===== src/rtl/rom_load_sequencer.sv =====
// rom_load_sequencer: steers the hps ioctl ROM stream into core regions, holds game reset, validates image size.
// Optional BRUBBR_LOAD_CHECKSUM_EN adds a load_sum output (16-bit sum of forwarded bytes).
module rom_load_sequencer #(
  parameter logic [16:0] CPU_END       = 17'h0C000,
  parameter logic [16:0] GFX_END       = 17'h16000,
  parameter logic [16:0] SND_END       = 17'h18000,
  parameter logic [16:0] TOTAL_SIZE    = 17'h18020,
  parameter int          SETTLE_CYCLES = 16,
  parameter logic [7:0]  ROM_INDEX     = 8'd0
) (
  input  logic        clock_12,
  input  logic        reset,
  input  logic        ioctl_download,
  input  logic        ioctl_wr,
  input  logic [24:0] ioctl_addr,
  input  logic [7:0]  ioctl_dout,
  input  logic [7:0]  ioctl_index,
  output logic [16:0] dn_addr,
  output logic [7:0]  dn_data,
  output logic        dn_wr,
  output logic [3:0]  dn_region,
  output logic        game_reset,
  output logic        load_done,
  output logic        load_err
`ifdef BRUBBR_LOAD_CHECKSUM_EN
  ,output logic [15:0] load_sum
`endif
);
  localparam int SW = $clog2(SETTLE_CYCLES + 1);
  localparam logic [24:0] TOTAL_W = 25'(TOTAL_SIZE);
  typedef enum logic [1:0] {IDLE, LOAD, SETTLE, RUN} state_t;
  state_t state, state_nx;
  logic [17:0] byte_cnt;
  logic [SW-1:0] settle_cnt;
  logic err_oob, dl, wr_acc, fwd, settle_end, enter_load, image_ok;
  assign dl = ioctl_download && ioctl_index == ROM_INDEX;
  assign wr_acc = state == LOAD && dl && ioctl_wr;
  assign fwd = wr_acc && ioctl_addr < TOTAL_W;
  assign settle_end = state == SETTLE && settle_cnt == SW'(SETTLE_CYCLES - 1);
  assign enter_load = state != LOAD && state_nx == LOAD;
  assign image_ok = byte_cnt == 18'(TOTAL_SIZE) && !err_oob;
  always_ff @(posedge clock_12)
    if (reset) state <= IDLE;
    else state <= state_nx;
  always_comb begin
    state_nx = state;
    if (state == LOAD) state_nx = ioctl_download ? LOAD : SETTLE;
    else if (dl) state_nx = LOAD;
    else if (settle_end) state_nx = RUN;
  end
  always_comb begin
    dn_region = !dn_wr ? 4'b0000 :
                dn_addr < CPU_END ? 4'b0001 :
                dn_addr < GFX_END ? 4'b0010 :
                dn_addr < SND_END ? 4'b0100 : 4'b1000;
    game_reset = !(state == RUN && load_done);
  end
  always_ff @(posedge clock_12)
    if (reset) begin
      dn_addr <= '0;
      dn_data <= '0;
      dn_wr <= 1'b0;
      byte_cnt <= '0;
      settle_cnt <= '0;
      err_oob <= 1'b0;
      load_done <= 1'b0;
      load_err <= 1'b0;
    end else begin
      dn_wr <= fwd;
      settle_cnt <= state == SETTLE ? settle_cnt + SW'(1) : '0;
      if (fwd) begin
        dn_addr <= ioctl_addr[16:0];
        dn_data <= ioctl_dout;
      end
      if (enter_load) begin
        byte_cnt <= '0;
        err_oob <= 1'b0;
        load_done <= 1'b0;
        load_err <= 1'b0;
      end else if (wr_acc) begin
        byte_cnt <= &byte_cnt ? byte_cnt : byte_cnt + 18'd1;
        err_oob <= err_oob | !fwd;
      end
      if (settle_end && state_nx == RUN) begin
        load_done <= image_ok;
        load_err <= !image_ok;
      end
    end
`ifdef BRUBBR_LOAD_CHECKSUM_EN
  always_ff @(posedge clock_12)
    if (reset) load_sum <= '0;
    else load_sum <= enter_load ? 16'h0000 : fwd ? load_sum + {8'h00, ioctl_dout} : load_sum;
`endif
endmodule


===== config.mk =====
export PLATFORM = sky130hd
export DESIGN_NAME = rom_load_sequencer
export DESIGN_NICKNAME = d
export VERILOG_FILES = /design/src/rtl/rom_load_sequencer.sv
export SDC_FILE = /design/constraint.sdc
export NUM_CORES = 1
export LEC_CHECK = 0
export ABC_CLOCK_PERIOD_IN_PS = 1900
export BUFFER_PORTS_ARGS = -buffer_cell sky130_fd_sc_hd__buf_2
export CAP_MARGIN = 10
export CORE_MARGIN = 1
export CORE_UTILIZATION = 35
export CTS_CLUSTER_DIAMETER = 200
export DETAILED_ROUTE_END_ITERATION = 8
export HOLD_SLACK_MARGIN = 0.15
export PLACE_DENSITY = 0.61
export SLEW_MARGIN = 10
export SYNTH_ARGS = -nofsm -noshare
export SYNTH_HDL_FRONTEND = slang
export SYNTH_SLANG_ARGS = --single-unit

===== constraint.sdc =====
create_clock -name clock_12 -period 1.9 [get_ports clock_12]
set_input_delay 0.38 -clock clock_12 [delete_from_list [all_inputs] [get_ports clock_12]]
set_output_delay 0.38 -clock clock_12 [all_outputs]
set_load 0.005 [all_outputs]

==> results of run 1 <==
==> path summary, 6_finish.rpt <==
path / start / end / slack [ns] / cells after the start
worst max-delay path: byte_cnt[0] / byte_cnt[12] / 0.11 / 6
worst max register to register: byte_cnt[0] / byte_cnt[12] / 0.11 / 6
worst min register to register: settle_cnt[0] / settle_cnt[0] / 0.46 / 1
worst min-delay path: ioctl_addr[1] / dn_addr[1] / 0.30 / 3
==> stage by stage <==
step	hold WS [ns]	util	instance area [µm²]	worst slack [ns]	setup TNS [ns]
2_1_floorplan	0.418	-	2440	0.000791	0
3_5_place_dp	0.441	0.461	3110	-0.161	-4.26
6_report	0.299	0.484	3270	0.106	0
5_1_grt	0.299	0.484	3270	-0.00558	-0.00558
4_1_cts	0.288	0.478	3230	0.0302	0
3_3_place_gp	0.432	0.461	3110	-0.124	-2.95
==> report_power, final <==
part	switching, W	internal [W]
combinational	0.0000463	0.0000492
sequential	0.0000000921	0.00113
clock	0.000398	0.000400
total	0.000444	0.00158
==> cell type report <==
type,instances,share of cell area
tap,80,0.0306
timing repair buffer,111,0.202
multi-input combinational,185,0.391
inverter,8,0.00919
clock buffer,5,0.0211
clock inverter,3,0.0146
sequential,54,0.332
==> worst max-delay path: stages (launching register included) <==
cell and delay [ns]:
dfxtp_2 0.33, ha_2 0.18, and4_4 0.19, and4_4 0.21, a21o_1 0.21, or4_1 0.48, a21oi_1 0.14
==> cells by family after synthesis <==
logic type                 count (synthesis)  synth area share
and+or+nand+nor                          110             0.256
DFF                                       54             0.443
AOI/OAI and AO/OA                         35            0.0902
muxes                                     29             0.119
buffers and inverters                     19            0.0461
xor gates and xnor gates                   7            0.0251
adders and majority gates                  4            0.0205
==> state kept, by name (all words and copies together) (netlist names) <==
signal and count:
byte_cnt 18, dn_addr 17, dn_data 8, dn_wr 1, err_oob 1, load_done 1, load_err 1, settle_cnt 5
state 2
==> synthesized netlist by cell type, drive strengths merged (6+ instances only) <==
cell type | count | area share
clkbuf | 6 | 0.0092
xnor2 | 6 | 0.022
nand3 | 10 | 0.023
inv | 8 | 0.012
nor2 | 44 | 0.068
or3 | 7 | 0.018
mux2i | 28 | 0.11
a21oi | 14 | 0.029
o21ai | 8 | 0.016
dfxtp | 54 | 0.44
nand2 | 12 | 0.018
nor4 | 9 | 0.035
==> layout by cell type (no fill, tap or decap), types with 3 or more instances in the layout <==
| cell type | Yosys | routed |
|---|---|---|
| nor2b_1 | 3 | 3 |
| nand2_1 | 12 | 12 |
| nor4_1 | 7 | 7 |
| xnor2_1 | 6 | 6 |
| mux2i_1 | 28 | 28 |
| buf_2 | 1 | 77 |
| o21ai_0 | 8 | 7 |
| nor2_1 | 44 | 44 |
| or3_1 | 7 | 6 |
| ha_1 | 4 | 3 |
| clkbuf_8 | 0 | 5 |
| dfxtp_1 | 54 | 52 |
| nand3_1 | 9 | 9 |
| inv_1 | 8 | 8 |
| nand4_1 | 3 | 3 |
| a21oi_1 | 14 | 13 |
| buf_4 | 2 | 31 |
| and3_1 | 5 | 5 |
==> metal layers <==
metal / vias up / share of wire / track usage
li1: 1128 / - / -
met1: 986 / 0.49 / 0.190
met4: 0 / 0.025 / 0.0758
met2: 63 / 0.43 / 0.244
met3: 16 / 0.053 / 0.0414
met5: - / 0 / 0
==> timing repair <==
item / 4_1_cts / 5_1_grt
gates resized for setup: 0 / 11
setup endpoints to repair: 0 / 10
buffers inserted: 0 / 1
==> impl_metrics.toml, run 1 <==
[layout]
seqCellArea_mm2 = 0.00108
num_antenna_cells = 0
multiInputGateArea_mm2 = 0.00128
nNetsFinal = 414
instances_no_fill = 446
syn_to_final_growth_pct = 33.8
num-fill-cells = 637
drive_gt1_frac = 0.377

[place]
dp_hpwl_mm = 4.07
numPortBuffers = 77
gp_congestion = 0.887
dp.cells = 437

[grt]
grt-ovfl-total = 0
grt_pass1_vias = 2075
grt_pass1_wl_mm = 8.92
grt_use_total = 0.152
grt_antenna_before_repair = 0
grt_start_max_net_pins = 29

[synth]
yosysSeqAreaShare = 0.443
yosysWarningCount = 0
synthFlopType = "dfxtp_1"
async_reset_ff_frac = 0
synth_area_mm2 = 0.00244
synthCells = 258
synth_edf_count = 0
syn_nets = 307
synth.ff_latch_count = 54
synth_cell_types = 45
synth_area_per_cell_um2 = 9.46

[die]
die_area_mm2 = 0.00731
die_w_um = 85.5
rows = 30
dieHeight_um = 85.5
start_util = 0.361
core_mm2 = 0.00676
ios = 78

[clock_network]
cts_buffers = 5
clk_pin_slew_ns = 0.10
clk_path_buf_depth = 2
cts_hold_repair.buffers = 0
clock-sinks = 54
cts_root_buf = "clkbuf_8"
htreeDepth = 2
worstSkewPairLatency_ns = 0.31
cts_tree = "done"

[sta]
fin_crit_sh = 0.944
rsz0062_at_grt = "true"
slew_headroom = 0.728
fin_skew_ns = 0.00440
slew_violations = 0
fmax_mhz = 557
finalCriticalPeriod_ns = 1.79
hold_viol_final = 0
worst_slew_pin_slew_ns = 0.402
setup-violations-final = 0

[drt]
ant_nets = 0
routed_wl_mm = 5.43
initialDrtViolationCount = 51
num_vias = 2193
wl_per_cell_um = 12.2
dr.pass1.iters = 4
drc = 0
via_per_inst = 4.92

[power]
p_total_w = 0.00202
ir_drop_mv = 0.321
leakage_nw = 1.36
powerDensity_mw_per_mm2 = 620

[critical_path]
critPathKind = "reg2reg"
critPathArrivalTime_ns = 2.04
required_ns = 2.14
worstSetupStartpointType = "flip-flop"
cp-end-kind = "flip-flop"
worst-path-max-fanout = 5

[run_status]
status = "finished clean"

[run]
drv_cap = 0

[hold_path]
hold_class = "in2reg"
Power figures use the tool's default switching activity.
==> inputs of run 2 (changes only) <==
- CELL_PAD_IN_SITES_DETAIL_PLACEMENT: not set -> 0
- CELL_PAD_IN_SITES_GLOBAL_PLACEMENT: not set -> 1
- CORE_UTILIZATION: 35 -> 34
- PLACE_DENSITY: 0.61 -> 0.76
==> run 2 against run 1 <==
  * First-iteration DRC count increased by 22%
  * Worst hold slack worse by 0.0020 ns
  * Clock skew up 0.0022 ns
  * Sequential power is essentially flat
  * Maximum frequency shrank 2.4%
  * Critical path depth unchanged
  * Sequential share of layout area up 0.41 points
  * Routed wire length is 3.0% lower
  * Clock power shrank 0.6%
  * Count of clock-buffer cells in the layout stayed put
  * Critical endpoint unchanged
==> impl_metrics.toml, run 2 (synthesis results as in run 1) <==
[drt]
routed_wl_mm = 5.27
wl_per_cell_um = 11.6
initialDrtViolationCount = 62
num_vias = 2152
top_layer = "met4"
via_per_inst = 4.73
wl_met2_mm = 2.40
dr.pass1.iters = 4
drc = 0
wl_met3_um = 252
ant_nets = 0
drt-met1-wl_mm = 2.54

[power]
powerDensity_mw_per_mm2 = 627
ir_drop_mv = 0.352
p_total_w = 0.00202
leakage_nw = 1.32

[layout]
drive_gt1_frac = 0.357
top_regs = "byte_cnt (18), dn_addr (17), dn_data (8)"
final_cell_mix = "77 x buf_2, 53 x dfxtp_1, 44 x nor2_1"
num-fill-cells = 701
final_common_cell = "buf_2"
fin_util = 0.469
top_register = "byte_cnt"
largest_register_ffs = 18
nNetsFinal = 407
syn_to_final_growth_pct = 32.0
num_antenna_cells = 0

[clock_network]
clock-sinks = 54
cts_setup_buffers = 0
cts_tree = "done"
htreeDepth = 2
cts_buffers = 5
worstSkewPairLatency_ns = 0.31
cts_root_buf = "clkbuf_8"
clk_path_buf_depth = 2
clk_pin_slew_ns = 0.10

[critical_path]
startpoint = "byte_cnt[0]"
worst_path_dominant_cell_family = "simple AND/OR/NAND/NOR gates"
worstSetupStartpointType = "flip-flop"
critPathKind = "reg2reg"
cp_cell_sequence = "ha_2 > and4_1 > and4_4 > a21o_1 > or4_1 > a21oi_1"
crit_cells = 6
critPathArrivalTime_ns = 2.09
worst-path-max-fanout = 6
critPathSlowestCell = "or4_1"
rr_worst_depth = 6
cp-end-kind = "flip-flop"
ff2ff_setup_slack_ns = 0.06
required_ns = 2.15
cpPeakStageDelay_ns = 0.48
timing.rr.start = "byte_cnt[0]"
path_buf_inv = 0

[die]
start_util = 0.355
ios = 78
dieHeight_um = 86.7
rows = 30
die_area_mm2 = 0.00752
core_mm2 = 0.00687
die_w_um = 86.7

[grt]
grt_use_total = 0.147
grt_antenna_before_repair = 0
grt_start_max_net_pins = 29
grt_pass1_wl_mm = 8.71
grt_pass1_vias = 2000
grt-ovfl-total = 0

[sta]
worst_slew_pin_slew_ns = 0.489
slew_headroom = 0.673
finalCriticalPeriod_ns = 1.84
fin_crit_sh = 0.967
slew_violations = 0
timing.hold.ws_ns = 0.297
setup_tns_ns = 0
rsz0062_at_grt = "true"
fin_skew_ns = 0.00658
setup-violations-final = 0
hold_viol_final = 0
fmax_mhz = 544

[place]
numPortBuffers = 77
dp_hpwl_mm = 3.98
gp_congestion = 0.746

[hold_path]
min_path_cells = 3
hold_class = "in2reg"
min_from = "ioctl_addr[0]"

[run_status]
status = "finished clean"

[run]
drv_cap = 0
-- run 2: final timing paths --
check,end
worst max register to register,byte_cnt[12]
worst min register to register,settle_cnt[0]
worst max-delay path,byte_cnt[12]
worst min-delay path,dn_addr[0]
-- run 2: per-layer routing --
metal | global-route usage | vias up
li1 | - | 1113
met1 | 0.180 | 977
met2 | 0.250 | 54
met3 | 0.0324 | 8
met4 | 0.0545 | 0
met5 | 0 | -
-- run 2: timing repair --
item / 4_1_cts / 5_1_grt
resized for setup: 0 / 7
hold buffers: 0 / 0
setup endpoints to repair: 0 / 12
-- run 2: final cells by class --
class	instances	area [µm²]	share of cell area
Inverter	8	30.0	0.00932
Timing Repair Buffer	104	608	0.189
Tap cell	96	120	0.0373
Sequential cell	54	1080	0.336
Clock buffer	5	68.8	0.0214
Clock inverter	3	48.8	0.0151
Multi-Input combinational cell	185	1260	0.392
-- run 2: worst register-to-register path, cell delays in order, from the launching register on --
cell,delay (ns)
dfxtp_2,0.34
ha_2,0.19
and4_1,0.21
and4_4,0.21
a21o_1,0.20
or4_1,0.48
a21oi_1,0.15
-- run 2: report_power, final --
part,leakage [nW],internal [W],switching (W)
Combinational,0.830,0.0000503,0.0000460
Clock,0.0563,0.000402,0.000391
Sequential,0.435,0.00113,0.0000000848
-- run 2: per-stage QoR --
| stage | instances | area [µm²] | worst slack, ns |
|---|---|---|---|
| CTS | 455 | 3210 | 0.0101 |
| global route | 455 | 3220 | -0.0260 |
| global placement | 447 | 3090 | -0.154 |
| detailed placement | 447 | 3090 | -0.166 |
| finish | 455 | 3220 | 0.0629 |
| floorplan | 258 | 2440 | 0.000791 |
